## src/rtl/mips_mem_access_unit.sv

```systemverilog
// mips_mem_access_unit: one-at-a-time load/store sequencer to byte-addressed memory; define MEM_ALIGN_CHECK_EN to reject misaligned accesses
module mips_mem_access_unit #(
  parameter int READ_LATENCY = 1
) (
  input  logic        clk,
  input  logic        reset,
  input  logic        req_valid,
  output logic        req_ready,
  input  logic [2:0]  req_op,
  input  logic [31:0] req_addr,
  input  logic [31:0] req_wdata,
  output logic        resp_valid,
  input  logic        resp_ready,
  output logic [31:0] resp_rdata,
  output logic        resp_err,
  output logic        mem_active,
  output logic [31:0] mem_address,
  output logic        mem_wr_en,
  output logic        mem_read_en,
  output logic [3:0]  mem_byte_en,
  output logic [31:0] mem_data_in,
  input  logic [31:0] mem_data_out
);
  typedef enum logic [1:0] {IDLE, ISSUE, WAIT, RESP} state_t;
  state_t state, state_nx;
  logic [2:0] op_q, lat_cnt;
  logic [31:0] addr_q, wdata_q, rdata_q, ext;
  logic err_q, mis, is_store, last;
`ifdef MEM_ALIGN_CHECK_EN
  assign mis = (req_op == 3'd4 || req_op == 3'd7) ? |req_addr[1:0] :
               (req_op == 3'd2 || req_op == 3'd3 || req_op == 3'd6) ? req_addr[0] : 1'b0;
`else
  assign mis = 1'b0;
`endif
  assign is_store = op_q > 3'd4;
  assign last = lat_cnt == 3'(READ_LATENCY - 1);
  // sign/zero extension of the returned memory word by load type
  always_comb
    ext = op_q == 3'd0 ? {{24{mem_data_out[7]}}, mem_data_out[7:0]} :
          op_q == 3'd1 ? {24'b0, mem_data_out[7:0]} :
          op_q == 3'd2 ? {{16{mem_data_out[15]}}, mem_data_out[15:0]} :
          op_q == 3'd3 ? {16'b0, mem_data_out[15:0]} : mem_data_out;
  // next-state: misaligned requests skip straight to the response
  always_comb begin
    state_nx = state;
    state_nx = state == IDLE  ? (req_valid ? (mis ? RESP : ISSUE) : IDLE) :
               state == ISSUE ? (is_store ? RESP : WAIT) :
               state == WAIT  ? (last ? RESP : WAIT) :
               (resp_ready ? IDLE : RESP);
  end
  // state, captured request, latency counter and response registers
  always_ff @(posedge clk) begin
    if (reset) begin
      state   <= IDLE;
      op_q    <= 3'd0;
      addr_q  <= 32'd0;
      wdata_q <= 32'd0;
      rdata_q <= 32'd0;
      err_q   <= 1'b0;
      lat_cnt <= 3'd0;
    end else begin
      state   <= state_nx;
      lat_cnt <= state == WAIT ? lat_cnt + 3'd1 : 3'd0;
      if (state == IDLE && req_valid) begin
        op_q    <= req_op;
        addr_q  <= req_addr;
        wdata_q <= req_wdata;
        rdata_q <= 32'd0;
        err_q   <= mis;
      end
      if (state == WAIT && last) rdata_q <= ext;
    end
  end
  // outputs are forced quiet combinationally while reset is high so no strobe leaks in the reset cycle
  assign req_ready   = state == IDLE && !reset;
  assign resp_valid  = state == RESP && !reset;
  assign resp_rdata  = reset ? 32'd0 : rdata_q;
  assign resp_err    = err_q && !reset;
  assign mem_active  = !reset;
  assign mem_address = reset ? 32'd0 : addr_q;
  assign mem_data_in = reset ? 32'd0 : wdata_q;
  assign mem_wr_en   = state == ISSUE && is_store && !reset;
  assign mem_read_en = state == ISSUE && !is_store && !reset;
  assign mem_byte_en = !mem_wr_en ? 4'b0000 : op_q == 3'd5 ? 4'b0001 : op_q == 3'd6 ? 4'b0011 : 4'b1111;
endmodule

```

## config.mk

```make
export PLATFORM = sky130hd
export DESIGN_NAME = mips_mem_access_unit
export DESIGN_NICKNAME = d
export VERILOG_FILES = /design/src/rtl/mips_mem_access_unit.sv
export SDC_FILE = /design/constraint.sdc
export NUM_CORES = 1
export LEC_CHECK = 0
export BUFFER_PORTS_ARGS = -buffer_cell sky130_fd_sc_hd__buf_4
export CAP_MARGIN = 20
export CORE_UTILIZATION = 37
export CTS_BUF_LIST = sky130_fd_sc_hd__clkbuf_8
export DETAILED_ROUTE_END_ITERATION = 8
export HOLD_SLACK_MARGIN = 0.1
export PLACE_DENSITY = 0.75
export SYNTH_ARGS = -nofsm -noshare
export SYNTH_HDL_FRONTEND = slang
export SYNTH_SLANG_ARGS = --single-unit
export TNS_END_PERCENT = 50
```

## constraint.sdc

```tcl
create_clock -name clk -period 1.5 [get_ports clk]
set_input_delay 0.075 -clock clk [delete_from_list [all_inputs] [get_ports clk]]
set_output_delay 0.075 -clock clk [all_outputs]
set_load 0.02 [all_outputs]
```

==> flow_metrics.tcl <==
set metrics [dict create \
    yosys.area_share.simple_pct 27.10 \
    synth_edf_count 0 \
    row_count 40 \
    ant_nets 0 \
    syn_inst 590 \
    die_w_um 113.2 \
    cts_tree "yes" \
    antenna_found_initial 0 \
    avgSynthCellArea_um2 7.755 \
    fin_hold_ws_ps 140.9 \
    gp_congestion 0.7329 \
    fin_worst_skew_ps 12.69 \
    die_h_um 113.2 \
    slew_viol_final 0 \
    critical_path_class "flop to output port" \
    synthXorXnorAreaFrac_pct 0.1914 \
    synth_top_family_by_area "simple AND/OR/NAND/NOR gates" \
    endpoint_kind "output port" \
    rsz0062_at_grt "yes" \
    hold_class "input port to flop" \
    diodes 0 \
    cts_max_level 3 \
    synth_adder_area_share_pct 0.5469 \
    port_buffers 207 \
    yosysSeqAreaShare_pct 45.50 \
    place_ws_ps 85.55 \
    fmax_mhz 660.0 \
    drt-total-wl_mm 15.19 \
    synth-seq-cells 104 \
    start_util_pct 38.09 \
    grt_pass1_vias 4743 \
    dr.pass1.iters 4 \
    synth_area_leaders "dfxtp_1 46%, nand2_1 12%, nor2b_1 8.8%" \
    p_total_w 0.007680 \
    hold_viol 0 \
    dpl.hpwl_mm 8.452 \
    synthFlopType "dfxtp_1" \
    setup_viol 2 \
    synth_area_um2 4576 \
    ios 209 \
    clkTransAtPathRegs_ps 90 \
    pwr_density_cell_nw_per_um2 989.4 \
    maxCapViolCount 0 \
    layout-drive-gt1-share_pct 30.10 \
    relSlewSlack_pct 56.67 \
    clock_sinks 104 \
    grt_util_all_layers_pct 22.53 \
    drc 0 \
    critical_path_required_ps 1420 \
    fin_crit_ps 1515 \
    worst_pin_slew_ps 649.9 \
    cp-start-kind "flop" \
    post-synth-top-area-cell "dfxtp_1" \
    synth_nets 695 \
    grt_pass1_wl_mm 22.89 \
    insertion_delay_ps 380 \
    cp_max_fo 3 \
    die_area_um2 12820 \
    synth-compound-area-share_pct 18.32 \
    cp_data_arrival_time_ps 1440 \
    netlist.area_leader.share_pct 45.50 \
    fin_nets 987 \
    synth.distinct_cells 34 \
    numCtsBuffers 9 \
    vias 4971 \
    avgRoutedWirePerCell_um 14.69 \
    ir_drop_mv 0.6518 \
    cts_buffer_depth 2 \
    core_area_um2 12010 \
    grt.overflow.total 0 \
    violations "setup timing" \
    yosys-mux-area-fraction_pct 0 \
    drt_iter0_drc 303 \
    syn_to_final_growth_pct 69.65 \
    async_reset_ff_share_pct 0 \
    grt_max_degree 90 \
    status "finished with violations" \
    p_leak_nw 3.496 \
    final.setup.worst_slack_ps -15.09 \
    clockRootBuffer "clkbuf_8" \
    vias_per_cell 4.808 \
    min_period_over_period_pct 101.0 \
    yosys_warnings 0 \
]
[report_power, final]
part	internal (W)	leakage [nW]	switching [W]
clock	0.00115	0.128	0.000988
combinational	0.00116	2.52	0.00123
sequential	0.00304	0.852	0.000112
[worst max-delay path, cell delays in order (launching register included)]
cell and delay, ps:
dfxtp_2 330, buf_6 110, nand2b_4 150, nor2_4 100, and4_4 250, buf_6 120
[area by class of cell]
type / instances / area (um2)
Clock buffer: 10 / 137.6
Sequential cell: 104 / 2090
Clock inverter: 6 / 107.6
Multi-Input combinational cell: 398 / 2166
Inverter: 35 / 133.9
Tap cell: 147 / 183.9
Timing Repair Buffer: 334 / 2944
Fill cell: 953 / 4249
[synthesized netlist by cell type (6+ instances only)]
library cell,count
nand2_1,143
dfxtp_1,104
a21oi_1,68
nor2b_1,64
nor2_1,38
inv_1,34
clkbuf_1,25
o32ai_1,24
a22oi_1,16
buf_2,14
o21a_1,10
o2bb2ai_1,8
buf_1,7
buf_4,6
[sequential cells by signal, summed over array words and instances, names as in the netlist]
signal,cells
rdata_q,32
state,2
wdata_q,32
lat_cnt,3
addr_q,32
op_q,3
[stage by stage]
stage	cell area [um2]	cells	TNS (ps)	utilization, %
after global routing	7762	1034	-877.0	64.63
after detailed placement	6271	908	0	52.21
final	7762	1034	-29.65	64.63
after global placement	6271	908	0	52.21
after floorplan	4576	590	0	-
after CTS	7669	1030	-182.2	63.84
[cells by family after synthesis]
group,count (synthesis)
AO/OA/AOI/OAI,129
XOR/XNOR,1
other,1
buffers and inverters,88
AND/OR/NAND/NOR,265
flip-flops,104
adder cells (fa/ha/maj),2
[final timing paths]
check,from,to,slack [ps],cells past startpoint
worst min register to register,addr_q[9],addr_q[9],450,2
worst min-delay path,mem_data_out[7],rdata_q[7],140,3
worst max-delay path,state[1],mem_byte_en[2],-20,5
worst max register to register,state[1],wdata_q[20],10,5
[metal layers]
metal	vias up	part of all wire, %	track usage [%]
met3	18	6.5	5.838
met5	-	0	0
met4	0	1.6	8.772
met2	164	50	39.63
met1	2276	42	26.11
li1	2513	-	-
[placed cells by master, fill, tap and decap left out, types with 7 or more instances in the layout]
master           n
a22oi_1         16
nor2_1          37
dfxtp_1        100
o21a_1           9
o2bb2ai_1        8
a21oi_1         65
buf_6           11
nor2b_1         64
inv_1           35
buf_12           7
clkbuf_8        10
buf_4          212
o32ai_1         24
nand2_1        143
dlygate4sd3_1   99
[repair_timing]
item                                   in CTS  in global routing
hold buffers                              102                  0
pin swaps                                   2                  7
endpoints found under the hold margin     103                  0
setup endpoints to repair                   6                 83
setup buffers                               3                  2
gates cloned                                1                  3
gates resized for setup                    22                 16
Power figures use the tool's default switching activity.
